<file path="src/rtl/vic_prio_sched.sv">
// vic_prio_sched: rising-edge capture, priority arbitration and IRQ/ACK/EOI
// handshake for the vectored interrupt controller (31 sources, 4-bit priority).
// Optional macro VIC_NESTING_EN: when defined, a 15-deep active-priority stack
// allows strictly higher-priority sources to preempt; when undefined, only one
// interrupt is in service at a time.
module vic_prio_sched (
  input  logic         i_clk,
  input  logic         i_rst,
  input  logic [30:0]  i_ext,
  input  logic [123:0] i_reg,
  input  logic         i_en,
  input  logic         i_ack,
  input  logic         i_eoi,
  output logic         o_irq,
  output logic [4:0]   o_irq_addr,
  output logic [3:0]   o_act_prio,
  output logic         o_eoi_err
);

  localparam int unsigned N_SRC  = 31;
  localparam int unsigned PRIO_W = 4;
  localparam int unsigned ADDR_W = 5;
`ifdef VIC_NESTING_EN
  localparam int unsigned STACK_D = 15;
  localparam int unsigned SP_W    = 4;
`endif

  typedef enum logic {S_IDLE, S_REQ} state_t;

  state_t              state;
  logic [N_SRC-1:0]    ext_q;
  logic [N_SRC-1:0]    pending;
  logic [N_SRC-1:0]    pending_nxt;
  logic [N_SRC-1:0]    ack_clr;
  logic [PRIO_W-1:0]   req_prio;
  logic                ack_fire;
  logic                act_free;
  logic                win_valid;
  logic [ADDR_W-1:0]   win_idx;
  logic [PRIO_W-1:0]   win_prio;

`ifdef VIC_NESTING_EN
  logic [PRIO_W-1:0]   stack [STACK_D];
  logic [SP_W-1:0]     sp;
`endif

  assign ack_fire = (state == S_REQ) && i_ack;

`ifdef VIC_NESTING_EN
  assign act_free = 1'b1;
`else
  assign act_free = (o_act_prio == '0);
`endif

  // Pending update: new edges set, accepted ACK clears; set wins on collision
  always_comb begin
    ack_clr = '0;
    if (ack_fire) ack_clr[o_irq_addr] = 1'b1;
    pending_nxt = (pending & ~ack_clr) | (i_ext & ~ext_q);
  end

  // Winner search: highest priority above the active level, lowest index on ties
  always_comb begin
    logic [PRIO_W-1:0] p;
    win_valid = 1'b0;
    win_idx   = '0;
    win_prio  = '0;
    p         = '0;
    for (int n = 0; n < int'(N_SRC); n++) begin
      p = i_reg[PRIO_W*n +: PRIO_W];
      if (pending[n] && act_free && (p > o_act_prio) && (p > win_prio)) begin
        win_valid = 1'b1;
        win_idx   = ADDR_W'(n);
        win_prio  = p;
      end
    end
  end

  // Handshake FSM, edge capture and active-priority tracking
  always_ff @(posedge i_clk) begin
    if (i_rst) begin
      state      <= S_IDLE;
      ext_q      <= '0;
      pending    <= '0;
      req_prio   <= '0;
      o_irq      <= 1'b0;
      o_irq_addr <= '0;
      o_act_prio <= '0;
      o_eoi_err  <= 1'b0;
`ifdef VIC_NESTING_EN
      sp <= '0;
      for (int i = 0; i < int'(STACK_D); i++) stack[i] <= '0;
`endif
    end else begin
      ext_q     <= i_ext;
      pending   <= pending_nxt;
      o_eoi_err <= 1'b0;

      case (state)
        S_IDLE: begin
          if (i_en && win_valid) begin
            state      <= S_REQ;
            o_irq      <= 1'b1;
            o_irq_addr <= win_idx;
            req_prio   <= win_prio;
          end
        end
        S_REQ: begin
          // ACK outranks a simultaneous enable drop
          if (i_ack || !i_en) begin
            state <= S_IDLE;
            o_irq <= 1'b0;
          end
        end
        default: begin
          state <= S_IDLE;
          o_irq <= 1'b0;
        end
      endcase

`ifdef VIC_NESTING_EN
      // Pop before push: a coincident EOI+ACK replaces the top level in place
      if (i_eoi && ack_fire) begin
        o_act_prio <= req_prio;
        if (sp == '0) o_eoi_err <= 1'b1;
      end else if (i_eoi) begin
        if (sp == '0) begin
          o_act_prio <= '0;
          o_eoi_err  <= 1'b1;
        end else begin
          o_act_prio <= stack[sp - 1'b1];
          sp         <= sp - 1'b1;
        end
      end else if (ack_fire) begin
        if (sp < SP_W'(STACK_D)) begin
          stack[sp] <= o_act_prio;
          sp        <= sp + 1'b1;
        end
        o_act_prio <= req_prio;
      end
`else
      if (ack_fire)   o_act_prio <= req_prio;
      else if (i_eoi) o_act_prio <= '0;
      if (i_eoi && (o_act_prio == '0)) o_eoi_err <= 1'b1;
`endif
    end
  end

endmodule

</file>
<file path="config.mk">
export PLATFORM = sky130hd
export DESIGN_NAME = vic_prio_sched
export DESIGN_NICKNAME = d
export VERILOG_FILES = /design/src/rtl/vic_prio_sched.sv
export SDC_FILE = /design/constraint.sdc
export NUM_CORES = 1
export LEC_CHECK = 0
export ABC_CLOCK_PERIOD_IN_PS = 118200
export BUFFER_PORTS_ARGS = -buffer_cell sky130_fd_sc_hd__buf_4
export CORE_AREA = 10 10 148 150
export DETAILED_ROUTE_END_ITERATION = 12
export DIE_AREA = 0 0 158 160
export GPL_TIMING_DRIVEN = 0
export PLACE_DENSITY_LB_ADDON = 0.15
export SYNTH_ARGS = -nofsm -noshare
export SYNTH_HDL_FRONTEND = slang
export SYNTH_SLANG_ARGS = --single-unit
</file>
<file path="constraint.sdc">
create_clock -name i_clk -period 118.2 [get_ports i_clk]
set_input_delay 5.91 -clock i_clk [delete_from_list [all_inputs] [get_ports i_clk]]
set_output_delay 5.91 -clock i_clk [all_outputs]
set_load 0.005 [all_outputs]
</file>
-- Word-level counts from Yosys, hierarchy flattened
Index checks and enable logic that the tools add are counted.
- register bits: 78
- bits of input ports: 160
- order comparisons: 64
- equality and inequality tests: 2
- multiplexer cells: 104
- bitwise operators: 6
- reduce and logical (&&, ||, !) cells: 103
- operators by type and width (cell ; count):
    $gt 4x4->1 ; 61
    $mux 5 ; 29
    $mux 4 ; 33
    $logic_and 1x1->1 ; 97
    $and 31x31->31 ; 2
    $not 31->31 ; 2
    $mux 1 ; 38
    $mux 31 ; 1
    $or 31x31->31 ; 1
    $lt 5x6->1 const B ; 1
    $demux 1 s5 ; 1
    $ge 5x1->1 const B ; 1
    $gt 4x1->1 const B ; 1
    $logic_not 4->1 ; 1
    $pmux 1 s2 ; 2
    $reduce_and 2->1 ; 2
    $ne 2x1->1 const B ; 1
    $ne 2x2->1 const B ; 1
    $reduce_bool 2->1 ; 1
    $logic_not 1->1 ; 1
    $logic_or 1x1->1 ; 1
    $not 1->1 ; 1

-- Logic depth before layout (Yosys ltp)
- depth after elaboration: 98
- depth in mapped cells: 285
- depth with buffers taken out: 278

-- Worst setup path after synthesis
Ideal clock, no wire load.
- path kind: input-to-reg
- start: input port i_reg[1]
- end: register req_prio[0]
- arrival time: 53.139 ns
- required time: 118.068 ns
- slack: 64.929 ns
- cell stages on the path: 260
- path through: ha_1 -> nor2b_1 -> o211ai_1 -> a21oi_1 -> and2_1 -> ha_1 -> nand4_1 -> nand4_1 -> a21oi_2 -> and2_1 -> nor2_1 -> a21oi_1 -> ha_1 -> a21o_1 -> and3_1 -> a31o_2 -> a41oi_2 -> a211o_1 -> [... 224 more ...] -> o21ai_0 -> nand2b_1 -> a21oi_1 -> nor3_1 -> clkbuf_1 -> a21oi_1 -> a22oi_1 -> ha_1 -> nor2b_1 -> o21ai_0 -> nand2b_1 -> a21oi_1 -> nor3_1 -> or3_4 -> o311a_1 -> buf_2 -> nand4_1 -> o311ai_2
- cells in the longest elaborated chain, start to end: 96
- elaborated cells on any way between the ends: 128
- those cells by class: order compare (32); mux (62); reduce/logical (34)
- RTL lines (what ; RTL line ; source):
    start, declared ; 10 ; input logic [123:0] i_reg,
    $gt 4x4->1 ; 71 ; if (pending[n] && act_free && (p > o_act_prio) && (p > win_prio)) begin
    $logic_and 1x1->1 (2 in series) ; 71 ;
    $mux 4 ; 71 ;
    $gt 4x4->1 ; 71 ;
    $logic_and 1x1->1 ; 71 ;
    $mux 4 ; 71 ;
    $gt 4x4->1 ; 71 ;
    $logic_and 1x1->1 ; 71 ;
    [... 79 more ...] ; -- ;
    $gt 4x4->1 ; 71 ;
    $logic_and 1x1->1 ; 71 ;
    $mux 4 ; 71 ;
    $gt 4x4->1 ; 71 ;
    $logic_and 1x1->1 ; 71 ;
    $mux 1 ; 71 ;
    $logic_and 1x1->1 ; 101 ; if (i_en && win_valid) begin
    $reduce_and 2->1 (no source line) ; -- ;
    end signal, assigned ; 105 ; req_prio <= win_prio;
    end, declared ; 35 ; logic [PRIO_W-1:0] req_prio;
Parallel ways exist; a longest one is shown, timed or not.
A chain may end at the register's enable or synchronous reset.

-- Final worst setup path
Same ends and word-level chain as after synthesis.

==> flow_summary.ini <==
[run_status]
status = finished, final reports clean

[power_and_ir_drop]
max-vdd-ir-drop_uv = 32.2
p_per_area_mw_per_mm2 = 24.5
leakagePower_uw = 0.00642

[logic_synthesis]
synth_common_cells = ha_1 (217), inv_1 (139), a21oi_1 (118), o21ai_0 (112), nor2_1 (110)
yosysMostFrequentCell = ha_1
yosysSeqAreaShare_pct = 12.8
synth.top_cell.area_share_pct = 22.3
synth_area_mm2 = 0.0122
ys_types = 102
synthCells = 1604
syn_nets = 1981
yosys.area.top_type = ha_1
syn_avg_cell_area_um2 = 7.60
ys_seq_elements = 78
synth-main-ff-cell = dfxtp_1
yosysWarnings = 0
async_flop_share_pct = 0
synth_edf_count = 0
synth_area_leaders = ha_1 (22%), dfxtp_1 (13%), a21oi_1 (4.8%), o21ai_0 (4.6%), inv_1 (4.3%)

[route]
postRouteAntennaNets = 0
num_vias = 12900
wl_per_cell_um = 18.1
viasPerCell = 6.37
totalWireLength_mm = 36.7
dr.pass1.iters = 7
drt_iter0_markers = 818
drc = 0

[place]
gp_congestion = 0.911
dpl.hpwl_mm = 29.5
post-place-ws_ns = 57.81
placed_cells = 2013
portBuffers = 169
placed_cell_area_mm2 = 0.0138

[sta]
setup_ws_ns = 56.95
timing_worst_slew_pin_value_ns = 0.926
finalHoldViolCount = 0
final_max_slew_viol_count = 0
rsz0062_at_grt = no
slew_headroom_pct = 37.3
skew_ns = 0.00758
clock.fmax_mhz = 16.3
min_period_over_period_pct = 51.8
final-setup-viol-count = 0
tns_ns = 0
fin_crit_ns = 61.25

[clock_network]
cts.clk_slew.worst_paths_ns = 0.06
numCtsBuffers = 9
h-tree-depth = 3
cts_root_buf = clkbuf_16
postCtsHoldBufs = 0
clkLatencyLatePin_ns = 0.33
cts_tree = yes
cts_num_sinks = 78
cts_setup_buffers = 0
clockBufferDepth = 2
cts-resized-gates = 0

[flow_run]
drv_cap = 0

[floorplanning]
dieArea_mm2 = 0.0253
row_count = 51
io_pins = 171
initial_core_util_pct = 63.9
die_x_um = 158
die_y_um = 160
core-area_mm2 = 0.0191

[worst_setup_path]
arrival_ns = 61.49
endpoint_kind = register
crit_start = i_reg[1]
cpMaxStageDelayCell = a2111oi_1
required_ns = 118.44
worst_r2r_startpoint = o_act_prio[0]$_SDFFE_PP0P_
crit_path_start_kind = input pin
path_class = in2reg
cp_common_cell = ha_1
cpPeakStageDelay_ns = 0.74
worstPathMaxFanout = 10

[cells_and_area]
area_growth_syn_to_layout_pct = 15.7
finalInstanceArea_mm2 = 0.0141
layout-drive-gt1-share_pct = 16.4
nNetsFinal = 2163
multiInputGateArea_mm2 = 0.00992
diodes = 0
n_fill_cell = 1563
instances_no_fill = 2029
seqCellArea_mm2 = 0.00156

[global_routing]
antenna_found_initial = 0
globalRouteOverflowTotal = 0
grt_pass1_vias = 12600
grt.total_usage_pct = 27.7
grt_pass1_wl_mm = 59.4
grt_max_degree = 33

[worst_hold_path]
hold_path_class = reg2reg
hp-start = req_prio[0]$_SDFFE_PP0P_
## cells in the final DEF (no fill, tap or decap), types with 8 or more instances in the layout
cell type and instances:
a211o_1 10, a211oi_1 18, a21o_1 22, a21oi_1 118
a31oi_1 17, and2_1 19, and3_1 24, buf_4 177
clkbuf_1 19, clkbuf_16 9, dfxtp_1 77, ha_1 217
inv_1 136, mux2_2 28, mux2i_1 14, nand2_1 100
nand2b_1 58, nand3_1 53, nand4_1 53, nor2_1 110
nor2b_1 71, nor3_1 26, o2111ai_1 15, o211ai_1 15
o21a_1 35, o21ai_0 112, o21bai_1 8, o31ai_1 8
or2_2 9, or3_1 17, xnor2_1 13
## metrics by stage
stage          hold slack [ns]  utilization, %  power [uW]
2_1_floorplan            0.427               -         249
3_3_place_gp             0.448            72.1         300
3_5_place_dp             0.449            72.2         310
4_1_cts                  0.461            73.9         341
5_1_grt                  0.481            73.9         382
6_report                 0.460            73.9         346
## report_power, final
part           switching, uW  internal (uW)
clock                   10.6           19.1
combinational            165            121
sequential              2.11           29.0
total                    177            169
## path summary, 6_finish.rpt
check / cells past startpoint / endpoint / slack, ns
setup reg to reg: 266 / req_prio[0]$_SDFFE_PP0P_ / 61.04
hold reg to reg: 2 / o_act_prio[0]$_SDFFE_PP0P_ / 0.46
hold / removal: 2 / o_act_prio[0]$_SDFFE_PP0P_ / 0.46
setup / recovery: 265 / req_prio[0]$_SDFFE_PP0P_ / 56.95
## cell families (layout without fill, tap and decap cells)
group / Yosys count / count (layout) / synth area share, %
xor gates and xnor gates: 16 / 16 / 1.15
buffers and inverters: 175 / 362 / 5.82
DFF: 78 / 78 / 12.8
adders and majority gates: 218 / 218 / 22.4
AOI/OAI and AO/OA: 494 / 494 / 28.4
muxes: 45 / 45 / 4.11
and+or+nand+nor: 578 / 578 / 25.3
## worst max-delay path: cells and delay by family
family	cells	cell delay [ns]
simple gates	77	13.62
buf+inv	28	3.39
fa+ha+maj	32	8.94
mux	15	4.54
compound gates	113	24.96
## routing by layer
| layer | GRT usage, % | part of all wire (%) | vias to the layer above |
|---|---|---|---|
| met4 | 10.4 | 3.3 | 0 |
| met2 | 47.9 | 48 | 446 |
| met3 | 3.20 | 6.3 | 87 |
| met5 | 0 | 0 | - |
| li1 | - | - | 6360 |
| met1 | 34.2 | 42 | 6022 |
## registers in the layout (all words and copies together), names as in the netlist
register / count
ext_q: 31
pending: 31
o_irq_addr: 5
o_act_prio: 4
req_prio: 4
o_eoi_err: 1
o_irq: 1
state: 1
## final cells by class
cell class / instances / area share (%)
clock inverter: 5 / 0.585
buffer: 35 / 1.30
multi-input combinational: 1351 / 70.3
sequential: 78 / 11.1
inverter: 140 / 3.72
tap: 238 / 2.11
timing repair buffer: 171 / 9.17
clock buffer: 11 / 1.72
(Power assumes the default switching activity.)
